$ cat config.mk
export PLATFORM = sky130hd
export DESIGN_NAME = pc_fetch_ctrl
export DESIGN_NICKNAME = d
export VERILOG_FILES = /design/src/rtl/pc_fetch_ctrl.sv
export SDC_FILE = /design/constraint.sdc
export NUM_CORES = 1
export LEC_CHECK = 0
export ABC_AREA = 1
export BUFFER_PORTS_ARGS = -buffer_cell sky130_fd_sc_hd__buf_2
export CAP_MARGIN = 0
export CORE_MARGIN = 8
export CORE_UTILIZATION = 56
export DETAILED_ROUTE_END_ITERATION = 10
export GPL_TIMING_DRIVEN = 0
export MAX_ROUTING_LAYER = met4
export PLACE_DENSITY_LB_ADDON = 0.25
export REMOVE_ABC_BUFFERS = 1
export SYNTH_ARGS = -nofsm -noshare
export SYNTH_HDL_FRONTEND = slang
export SYNTH_SLANG_ARGS = --single-unit
$ cat constraint.sdc
create_clock -name clk -period 3.34 [get_ports clk]
set_input_delay 0.167 -clock clk [delete_from_list [all_inputs] [get_ports clk]]
set_output_delay 0.167 -clock clk [all_outputs]
set_load 0.005 [all_outputs]
$ cat src/rtl/pc_fetch_ctrl.sv
// Instruction fetch controller: issues one word-aligned fetch at a time, holds the
// returned instruction for decode, and handles branch/jump redirects. A redirect to a
// misaligned target parks the block in a sticky error state until reset.
module pc_fetch_ctrl #(
   parameter logic [31:0] RESET_VECTOR = 32'h0000_0000
) (
   input  logic        clk,
   input  logic        rst,
   output logic        imem_req,
   output logic [31:0] imem_addr,
   input  logic        imem_ack,
   input  logic [31:0] imem_rdata,
   output logic        inst_valid,
   output logic [31:0] inst,
   output logic [31:0] inst_pc,
   input  logic        inst_ready,
   input  logic        redirect_valid,
   input  logic [31:0] redirect_pc,
   output logic        misalign_err
);

   typedef enum logic [1:0] {StIdle, StReq, StHold, StErr} state_e;

   state_e      state_q, state_d;
   logic [31:0] pc_q, pc_d;
   logic [31:0] inst_q, inst_d;
   logic [31:0] inst_pc_q, inst_pc_d;
   logic        redir_pend_q, redir_pend_d;
   logic [31:0] redir_tgt_q, redir_tgt_d;
   logic        misalign_q, misalign_d;
   // Misaligned redirect seen mid-request: keep requesting until the ack, then go to ERR.
   logic        err_pend_q, err_pend_d;

   logic        redir_bad;

   assign redir_bad = redirect_valid && (redirect_pc[1:0] != 2'b00);

   // Next-state logic: fetch sequencing, redirect handling and error capture.
   always_comb begin
      state_d      = state_q;
      pc_d         = pc_q;
      inst_d       = inst_q;
      inst_pc_d    = inst_pc_q;
      redir_pend_d = redir_pend_q;
      redir_tgt_d  = redir_tgt_q;
      misalign_d   = misalign_q;
      err_pend_d   = err_pend_q;

      unique case (state_q)
         StIdle: begin
            if (redir_bad) begin
               misalign_d = 1'b1;
               state_d    = StErr;
            end else begin
               // An early redirect replaces the reset vector as the first fetch.
               if (redirect_valid) begin
                  pc_d = redirect_pc;
               end
               state_d = StReq;
            end
         end

         StReq: begin
            if (err_pend_q) begin
               // Redirects are ignored; the outstanding ack is consumed and dropped.
               if (imem_ack) begin
                  err_pend_d = 1'b0;
                  state_d    = StErr;
               end
            end else if (redir_bad) begin
               misalign_d   = 1'b1;
               redir_pend_d = 1'b0;
               if (imem_ack) begin
                  state_d = StErr;
               end else begin
                  err_pend_d = 1'b1;
               end
            end else if (redirect_valid) begin
               if (imem_ack) begin
                  // Data for the old path is dropped; refetch from the target.
                  pc_d         = redirect_pc;
                  redir_pend_d = 1'b0;
               end else begin
                  // Address must stay stable until ack, so only latch the target.
                  redir_pend_d = 1'b1;
                  redir_tgt_d  = redirect_pc;
               end
            end else if (imem_ack) begin
               if (redir_pend_q) begin
                  pc_d         = redir_tgt_q;
                  redir_pend_d = 1'b0;
               end else begin
                  inst_d    = imem_rdata;
                  inst_pc_d = pc_q;
                  pc_d      = pc_q + 32'd4;
                  state_d   = StHold;
               end
            end
         end

         StHold: begin
            if (redir_bad) begin
               misalign_d = 1'b1;
               state_d    = StErr;
            end else if (redirect_valid) begin
               pc_d    = redirect_pc;
               state_d = StReq;
            end else if (inst_ready) begin
               state_d = StReq;
            end
         end

         StErr: begin
            state_d = StErr;
         end

         default: begin
            state_d = StIdle;
         end
      endcase
   end

   // State registers with synchronous reset.
   always_ff @(posedge clk) begin
      if (rst) begin
         state_q      <= StIdle;
         pc_q         <= RESET_VECTOR;
         inst_q       <= 32'h0;
         inst_pc_q    <= 32'h0;
         redir_pend_q <= 1'b0;
         redir_tgt_q  <= 32'h0;
         misalign_q   <= 1'b0;
         err_pend_q   <= 1'b0;
      end else begin
         state_q      <= state_d;
         pc_q         <= pc_d;
         inst_q       <= inst_d;
         inst_pc_q    <= inst_pc_d;
         redir_pend_q <= redir_pend_d;
         redir_tgt_q  <= redir_tgt_d;
         misalign_q   <= misalign_d;
         err_pend_q   <= err_pend_d;
      end
   end

   assign imem_req     = (state_q == StReq);
   assign imem_addr    = pc_q;
   assign inst_valid   = (state_q == StHold);
   assign inst         = inst_q;
   assign inst_pc      = inst_pc_q;
   assign misalign_err = misalign_q;

   // Protocol properties: stable request address, stable held instruction, sticky error.
   a_addr_stable: assert property (@(posedge clk)
      (!rst && state_q == StReq && !imem_ack) |=> (rst || pc_q == $past(pc_q)));

   a_hold_stable: assert property (@(posedge clk)
      (!rst && state_q == StHold && !inst_ready && !redirect_valid) |=>
         (rst || (state_q == StHold && inst_q == $past(inst_q) &&
                  inst_pc_q == $past(inst_pc_q))));

   a_err_sticky: assert property (@(posedge clk)
      (!rst && misalign_q) |=> (rst || misalign_q));

endmodule
Yosys cells after proc, flatten, opt, wreduce, memory -nomap -nowiden
Cells that the tools add are included.
{ "word_totals": {"reg_bits": 133, "output_inout_bits": 99} }
{ "classes": {"addsub": 1, "n_eq_ne": 12, "n_mux": 29, "bitwise_logic": 5, "reduce_logical": 12} }
{ "ops": {"columns": ["op", "count"], "rows": [
  ["32-bit 2-to-1 mux", 8],
  ["32-bit one-hot mux with 2 select lines", 1],
  ["32-bit by 3-bit adder with 32-bit output (second input constant)", 1],
  ["2-bit 2-to-1 mux", 10],
  ["6-bit AND reduction", 2],
  ["1-bit 2-to-1 mux", 8],
  ["4-bit by 1-bit != test with 1-bit output (second input constant)", 2],
  ["4-bit by 2-bit != test with 1-bit output (second input constant)", 2],
  ["2-bit one-hot mux with 4 select lines", 1],
  ["2-bit != test (second input constant)", 3],
  ["1-bit NOT", 5],
  ["5-bit AND reduction", 1],
  ["2-bit == test (second input constant)", 2],
  ["2-bit by 1-bit != test with 1-bit output (second input constant)", 2],
  ["4-bit AND reduction", 1],
  ["2-bit nonzero test", 2],
  ["3-bit AND reduction", 1],
  ["3-bit nonzero test", 1],
  ["2-bit by 1-bit == test with 1-bit output (second input constant)", 1],
  ["2-bit logical NOT", 1],
  ["1-bit one-hot mux with 2 select lines", 1],
  ["2-bit AND reduction", 1],
  ["2-bit OR reduction", 1],
  ["1-bit logical AND", 1]
]} }

Logic depth before layout (Yosys ltp)
Gate-level depths: netlist (run 1).
{ "logic_depth": {"word_depth": 7, "mapped_depth": 10, "ltp_nobuf": 10} }

Worst setup path after synthesis (run 1)
OpenSTA, ideal clock, no wires.
{ "synth_timing": {"path_type": "register to register", "startpoint": "register pc_q[3] (netlist: imem_addr[3])", "endpoint": "register pc_q[16] (netlist: imem_addr[16])", "setup_ps": 119, "t_arrival_ps": 1362, "slack_ps": 1859, "stages_incl_launch_ff": 9, "path_buffers": 0, "path_cell_list": "dfxtp_1 -> ha_1 -> nand3_1 -> nor2_1 -> inv_1 -> o21ai_0 -> nand3_1 -> nand2_1 -> a21oi_1"} }
{ "synth_between": {"elab_chain_len": 7} }
{ "synth_lines": {"columns": ["element", "line", "source"], "rows": [
  ["from (decl)", "25", "logic [31:0] pc_q, pc_d;"],
  ["from (signal assigned)", "136", "pc_q <= pc_d;"],
  ["32-bit by 3-bit adder with 32-bit output", "95", "pc_d = pc_q + 32'd4;"],
  ["32-bit 2-to-1 mux", "89", "if (redir_pend_q) begin"],
  ["32-bit 2-to-1 mux", "88", "end else if (imem_ack) begin"],
  ["32-bit 2-to-1 mux", "78", "end else if (redirect_valid) begin"],
  ["32-bit 2-to-1 mux", "70", "end else if (redir_bad) begin"],
  ["32-bit 2-to-1 mux", "64", "if (err_pend_q) begin"],
  ["32-bit one-hot mux with 2 select lines", "49", "unique case (state_q)"]
]} }
Every way passes these cells. The select of a mux whose other input is x is not followed.
A chain may end at the register's enable or synchronous reset.

Final worst setup path (run 1)
{ "layout_timing": {"startpoint": "register redir_pend_q", "endpoint": "register inst_pc_q[24] (netlist: inst_pc[24])"} }
{ "layout_between": {"elab_chain_len": 2} }
{ "layout_lines": {"columns": ["element", "line", "source"], "rows": [
  ["from (decl)", "28", "logic redir_pend_q, redir_pend_d;"],
  ["from (signal assigned)", "139", "redir_pend_q <= redir_pend_d;"],
  ["1-bit NOT (no source line)", null, null],
  ["6-bit AND reduction (no source line)", null, null],
  ["to (signal assigned)", "138", "inst_pc_q <= inst_pc_d;"],
  ["to (decl)", "27", "logic [31:0] inst_pc_q, inst_pc_d;"]
]} }
Every way passes these cells.

==> summary.md, run 1 <==
| Metric | Value |
|---|---|
| DPL Wire Length | 11700 um |
| Max_cap viols | 0 |
| Vias in the first global route | 6235 |
| Critical Path AT | 3.45 ns |
| Drt pass-1 iters | 5 |
| Maximum clock insertion buffer count | 2 |
| Ys flop type | dfxtp_1 |
| Worst Max-Slew Pin Slew | 1.06 ns |
| Final WL | 19000 um |
| Area leader, netlist | dfxtp_1 |
| Chip Height | 120 um |
| Hold worst-path end | redir_pend_q |
| Antenna violations before repair | 1 |
| CP Max Fanout | 82 |
| GRT overflow | 0 |
| Largest net degree at the start of global routing | 84 |
| Final hold violations | 0 |
| Number of synthesized flops with an enable pin | 0 |
| Final max-slew violation count | 0 |
| Synthesized area per cell | 6.87 um^2 |
| Core Util, Final | 75.5% |
| Initial Util | 56.7% |
| CTS tree | done |
| Die ar. | 14400 um^2 |
| Core area | 10700 um^2 |
| RR Startpoint | redir_pend_q |
| Clock sink total | 133 |
| Layout cells sized above 1 | 19.6% |
| Yosys cell types | 32 |
| Cell leakage power | 3.50 nW |
| DR vias | 6568 |
| Power density cells | 540 nW/um^2 |
| Syn Inst Count | 883 |
| PortBufs | 167 |
| Status | complete, no violations |
| R2r setup slk | 0.33 ns |
| Yosys top cell area share | 43.9% |
| Filler cells | 839 |
| Area of the multi-input gates | 2890 um^2 |
| # rows | 38 |
| Unrepaired setup endpoints after global routing | false |
| Most frequent cells in the layout | buf_2 (167), nor2_1 (160), dfxtp_1 (132), nand2_1 (129), a21oi_1 (128) |
| Most common cell after layout, fill and taps aside | buf_2 |
| VDD IR-drop max | 0.356 mV |
| Drt drc | 0 |
| Reg clk slew, reported paths | 0.06 ns |
| Root buf cell | clkbuf_8 |
| Peak Freq | 0.333 GHz |
| Routed WL per cell | 15.3 um |
| Reg2reg end | inst_pc[24] |
| Dominant cells by area after synthesis | dfxtp_1 (44%), a21oi_1 (11%), nor2_1 (9.9%) |
| Worst skew pair latency | 0.52 ns |
| Global-route wire length before repair | 30600 um |
| Total global-route track usage | 26.5% |
| Hold_sp | redirect_valid |
| Yosys Warn Count | 0 |
| R2R cell count | 8 |
| Sum Neg Setup Slack | 0 ns |
| Final #Nets | 1156 |
| CTS Buf Count | 17 |
| Worst Hold Class | primary input to register |
| Hold path depth | 4 |
| Rel. slew slack | 28.9% |
| Setup Skew | 0.0122 ns |
| Minimum clock period | 3.01 ns |
| Asr flop ratio synth | 0% |
| Cell area after placement | 6880 um^2 |
| Routed vias/inst | 5.30 |
| Crit start category | register |
| Endpoint class of the critical path | register |
| Design Area, Final | 8080 um^2 |
| Sequential area share after synthesis | 43.9% |
| Chip Width | 120 um |
| GP Congestion | 0.940 |
| Post-Syn Area | 6070 um^2 |
| WS Path Type | register to register |
| Yosys reg bits | 133 |
| Starting DRT DRC Count | 593 |
| H-tree Lvls | 4 |
| Reg area | 2660 um^2 |
| Final period util | 90.0% |
| I/O pin cnt | 168 |
| Final setup violation count | 0 |
| CP Data Required Time | 3.78 ns |
| Final ANT Viol Nets | 0 |
| Syn-to-layout area delta | 33.2% |
## synthesized netlist by cell type, types with 4 or more instances
cell and number:
nor2_1 160, dfxtp_1 133, nand2_1 129, a21oi_1 128, o21ai_0 105, inv_1 65, o21ai_1 43, nand3_1 35
clkbuf_1 24, buf_2 16, buf_6 5, xnor2_1 4
## kinds of logic (layout without fill, tap and decap cells)
family	Yosys count	after routing	share of synthesized area (%)
and+or+nand+nor	341	341	22.9
AOI/OAI and AO/OA	283	283	23.7
DFF	133	133	43.9
buffers and inverters	119	334	8.54
xor gates and xnor gates	6	6	0.866
adders and majority gates	1	1	0.206
other	0	1	0
## stage by stage
step                instances  total power [mW]  hold slack (ns)  setup WS (ns)
finish                   1239              4.37           0.0705          0.333
global route             1239              4.56            0.114         0.0417
CTS                      1238              4.37           0.0589        0.00226
detailed placement       1143              2.56            0.406         -0.299
global placement         1141              2.54            0.400         -0.987
floorplan                 834              2.25            0.236          0.513
## worst max path at each step
stage / cells after the start / slack, ns / start / endpoint
after floorplan: 7 / 0.51 / redir_pend_q / inst_pc[14]
after global placement: 7 / -0.99 / redir_pend_q / inst_pc[27]
after detailed placement: 8 / -0.30 / redir_pend_q / inst_pc[23]
after CTS: 8 / 0.002 / redir_pend_q / inst_pc[23]
after global routing: 8 / 0.04 / redir_pend_q / inst_pc[17]
final: 8 / 0.33 / redir_pend_q / inst_pc[24]
## critical path: stages, from the launching register on
cell and delay, ns:
dfxtp_2 0.57, nor2_1 0.24, inv_1 0.07, nor2_1 0.08, nand2_1 0.60, buf_16 0.42
inv_4 0.56, o21ai_0 0.19, a21oi_1 0.14
## registers in the layout (all words and copies together), names as in the netlist
name	count
inst	32
redir_tgt_q	32
inst_pc	32
misalign_err	1
err_pend_q	1
state_q	2
redir_pend_q	1
imem_addr	32
## power by group
part	internal, mW	total, mW	switching (mW)	leakage (nW)
Combinational	0.318	0.746	0.428	2.15
Clock	1.05	1.76	0.706	0.267
Sequential	1.72	1.86	0.143	1.08
Total	3.09	4.37	1.28	3.50
## repair_timing
item,CTS,global route
hold buffers,64,0
endpoints found under the setup margin,66,64
endpoints found under the hold margin,95,0
gates resized for setup,1,2
pin swaps,0,0
buffers inserted,0,0
## per-layer routing
layer  routed length (um)  global-route usage [%]  part of all wire, %  vias to the layer above
li1                     -                       -                    -                     3311
met5                    0                       -                    0                        -
met3                 1180                    4.70                  6.2                       29
met2                 9070                    42.8                   48                      242
met4                  360                    9.84                  1.9                        0
met1                 8400                    32.6                   44                     2986
## final cells by class
cell class	count	share of cell area, %
Multi-Input combinational cell	631	35.7
Antenna cell	1	0.0310
Timing Repair Buffer	233	19.0
Clock inverter	13	1.66
Inverter	70	3.34
Clock buffer	18	5.17
Sequential cell	133	33.0
Tap cell	140	2.17
(Power assumes the default switching activity.)
==> inputs of run 2 (changes only) <==
--- a/config.mk
+++ b/config.mk
@@ -8,8 +8,7 @@
 export ABC_AREA = 1
 export BUFFER_PORTS_ARGS = -buffer_cell sky130_fd_sc_hd__buf_2
 export CAP_MARGIN = 0
-export CORE_MARGIN = 8
-export CORE_UTILIZATION = 56
+export CORE_UTILIZATION = 38
 export DETAILED_ROUTE_END_ITERATION = 10
 export GPL_TIMING_DRIVEN = 0
 export MAX_ROUTING_LAYER = met4
==> constraint.sdc (replaced) <==
create_clock -name clk -period 3.8 [get_ports clk]
set_input_delay 0.19 -clock clk [delete_from_list [all_inputs] [get_ports clk]]
set_output_delay 0.19 -clock clk [all_outputs]
set_load 0.005 [all_outputs]
==> run 2 against run 1 <==
Via count down 5.9%. Non-clock buffer count down 56. Critical path depth stayed put. Global-route usage shrank 4.7 points. Routed wire length down 10%. First-iteration DRC count fell by 50%. Die area is 14% higher. Largest cell class unchanged. Largest power group unchanged.
==> summary.md, run 2 (same netlist as run 1, synthesis figures left out) <==
| Metric | Value |
|---|---|
| Die ar. | 16500 um^2 (+14%) |
| R2r setup slk | 0.48 ns (+0.15 ns) |
| Final #Nets | 1100 (-4.8%) |
| Most Used Layer, Global Route | met2 |
| CP Data Required Time | 4.11 ns (+0.33 ns) |
| Global-route wire length before repair | 27500 um (-10%) |
| DR vias | 6181 (-5.9%) |
| Antenna violations before repair | 3 (+2) |
| CTS tree | done |
| Hold_sp | imem_rdata[29] |
| Chip Height | 128 um (+6.9%) |
| GP Congestion | 0.871 (-7.3%) |
| CTS Buf Count | 17 (unchanged) |
| Worst Hold Class | primary input to register |
| Hold worst-path end | inst[29] |
| Filler cells | 1627 (+94%) |
| Sum Neg Setup Slack | 0 ns (unchanged) |
| Met1 GRT Util | 27.5% (-5.1 points) |
| Worst skew pair latency | 0.42 ns (-0.10 ns) |
| Critical Path AT | 3.63 ns (+0.18 ns) |
| Chip Width | 128 um (+6.9%) |
| Final setup violation count | 0 (unchanged) |
| CP Max Fanout | 47 (-43%) |
| Minimum clock period | 3.32 ns (+0.312 ns) |
| Final hold violations | 0 (unchanged) |
| Reg clk slew, reported paths | 0.05 ns (about the same) |
| M2 GR Usage | 34.0% (-8.8 points) |
| VDD IR-drop max | 0.304 mV (-14%) |
| Worst setup startpoint | redir_pend_q |
| Root buf cell | clkbuf_16 |
| Total chip power | 3.79 mW (-13%) |
| Status | complete, no violations |
| Crit start category | register |
| PortBufs | 167 (unchanged) |
| M3 GR Usage | 5.53% (+0.83 points) |
| Maximum clock insertion buffer count | 2 (unchanged) |
| Total global-route track usage | 21.8% (-4.7 points) |
| Largest net degree at the start of global routing | 83 (-1.2%) |
| Setup Skew | 0.00541 ns (-0.00677 ns) |
| Post-cts sizing count | 0 (-1) |
| Power density cells | 499 nW/um^2 (-7.7%) |
| H-tree Lvls | 4 (unchanged) |
| Syn-to-layout area delta | 25.4% |
| Layout cells sized above 1 | 20.2% (+0.59 points) |
| Cell area after placement | 6950 um^2 (+0.93%) |
| WS Path Type | register to register |
| Final period util | 87.3% (-2.7 points) |
| I/O pin cnt | 168 (unchanged) |
| Routed WL per cell | 13.6 um (-11%) |
| # rows | 45 (+18%) |
| Most frequent cells in the layout | buf_2 (167), nor2_1 (160), dfxtp_1 (132), a21oi_1 (128), nand2_1 (128) |
| Clock sink total | 133 (unchanged) |
| Routed vias/inst | 4.93 (-7.1%) |
| GRT overflow | 0 (unchanged) |
| Final WL | 17100 um (-10%) |
| Most common cell after layout, fill and taps aside | buf_2 |
| Endpoint class of the critical path | register |
| Worst Max-Slew Pin Slew | 0.894 ns (-0.171 ns) |
| Core Util, Final | 49.5% (-26 points) |
| Max_cap viols | 0 (unchanged) |
| DPL Wire Length | 11300 um (-3.1%) |
| Vias in the first global route | 5505 (-12%) |
| Final max-slew violation count | 0 (unchanged) |
| Cell leakage power | 3.27 nW (-6.7%) |
| Core area | 15400 um^2 (+44%) |
| Starting DRT DRC Count | 298 (-50%) |
| Hold path depth | 3 (-1) |
| Drt drc | 0 (unchanged) |
| R2R cell count | 8 (unchanged) |
| Design Area, Final | 7610 um^2 (-5.9%) |
| Final ANT Viol Nets | 0 (unchanged) |
| Peak Freq | 0.301 GHz (-9.4%) |
| Unrepaired setup endpoints after global routing | false |
| RR Startpoint | redir_pend_q |
| Reg2reg end | inst_pc[18] |
| Rel. slew slack | 40.1% (+11 points) |
| Drt pass-1 iters | 5 (unchanged) |
| Initial Util | 39.5% (-17 points) |
==> run 2: cell types whose count changed in the layout (fill, tap and decap cells not counted), moves of 2 or more <==
cell,change
clkbuf_1,+5
clkinv_4,-2
diode_2,+2
dlygate4sd3_1,-56
clkinvlp_4,-3
==> run 2: what timing repair did <==
item                                    4_1_cts  5_1_grt
hold buffers                                  8        0
endpoints found under the setup margin        0        0
buffers inserted                              0        0
hold endpoints to repair                      8        0
==> run 2: per-layer routing <==
metal | up-vias | share of wire, %
li1 | 3211 | -
met1 | 2772 | 48
met2 | 178 | 45
met3 | 20 | 6.1
met4 | 0 | 1.1
met5 | - | 0
==> run 2: area by class of cell <==
cell class / count / area (um^2) / share of cell area [%]
Clock buffer: 25 / 475 / 6.25
Sequential cell: 133 / 2660 / 35.0
Multi-Input combinational cell: 631 / 2890 / 38.0
Inverter: 70 / 269 / 3.54
Antenna cell: 3 / 7.51 / 0.0987
Timing Repair Buffer: 177 / 963 / 12.7
Clock inverter: 5 / 75.1 / 0.987
Tap cell: 211 / 264 / 3.47
==> run 2: worst max path at each step <==
stage                             end  slack (ns)  cells past startpoint
after floorplan           inst_pc[14]        0.97                      7
after global placement    inst_pc[27]       -0.68                      7
after detailed placement  inst_pc[28]        0.02                      7
after CTS                 inst_pc[17]        0.01                      7
after global routing      inst_pc[18]        0.11                      8
final                     inst_pc[18]        0.48                      8
==> run 2: power breakdown <==
part | total [mW] | internal [mW] | leakage [nW] | switching [mW]
logic | 0.594 | 0.240 | 1.91 | 0.354
clock network | 1.56 | 0.988 | 0.271 | 0.573
registers | 1.64 | 1.51 | 1.08 | 0.127
==> run 2: metrics by stage <==
step	setup slack, ns	hold slack (ns)	instances
2_1_floorplan	0.973	0.259	834
3_3_place_gp	-0.683	0.425	1212
3_5_place_dp	0.0246	0.431	1213
4_1_cts	0.0112	0.0000585	1251
5_1_grt	0.114	0.00525	1255
6_report	0.481	0.0149	1255
==> run 2: critical path, cell delays in order (launching register included) <==
cell	delay [ns]
dfxtp_2	0.86
nor2_1	0.16
inv_1	0.11
nor2_1	0.05
nand2_2	0.61
clkinv_2	0.73
buf_12	0.39
o21ai_0	0.17
a21oi_1	0.05
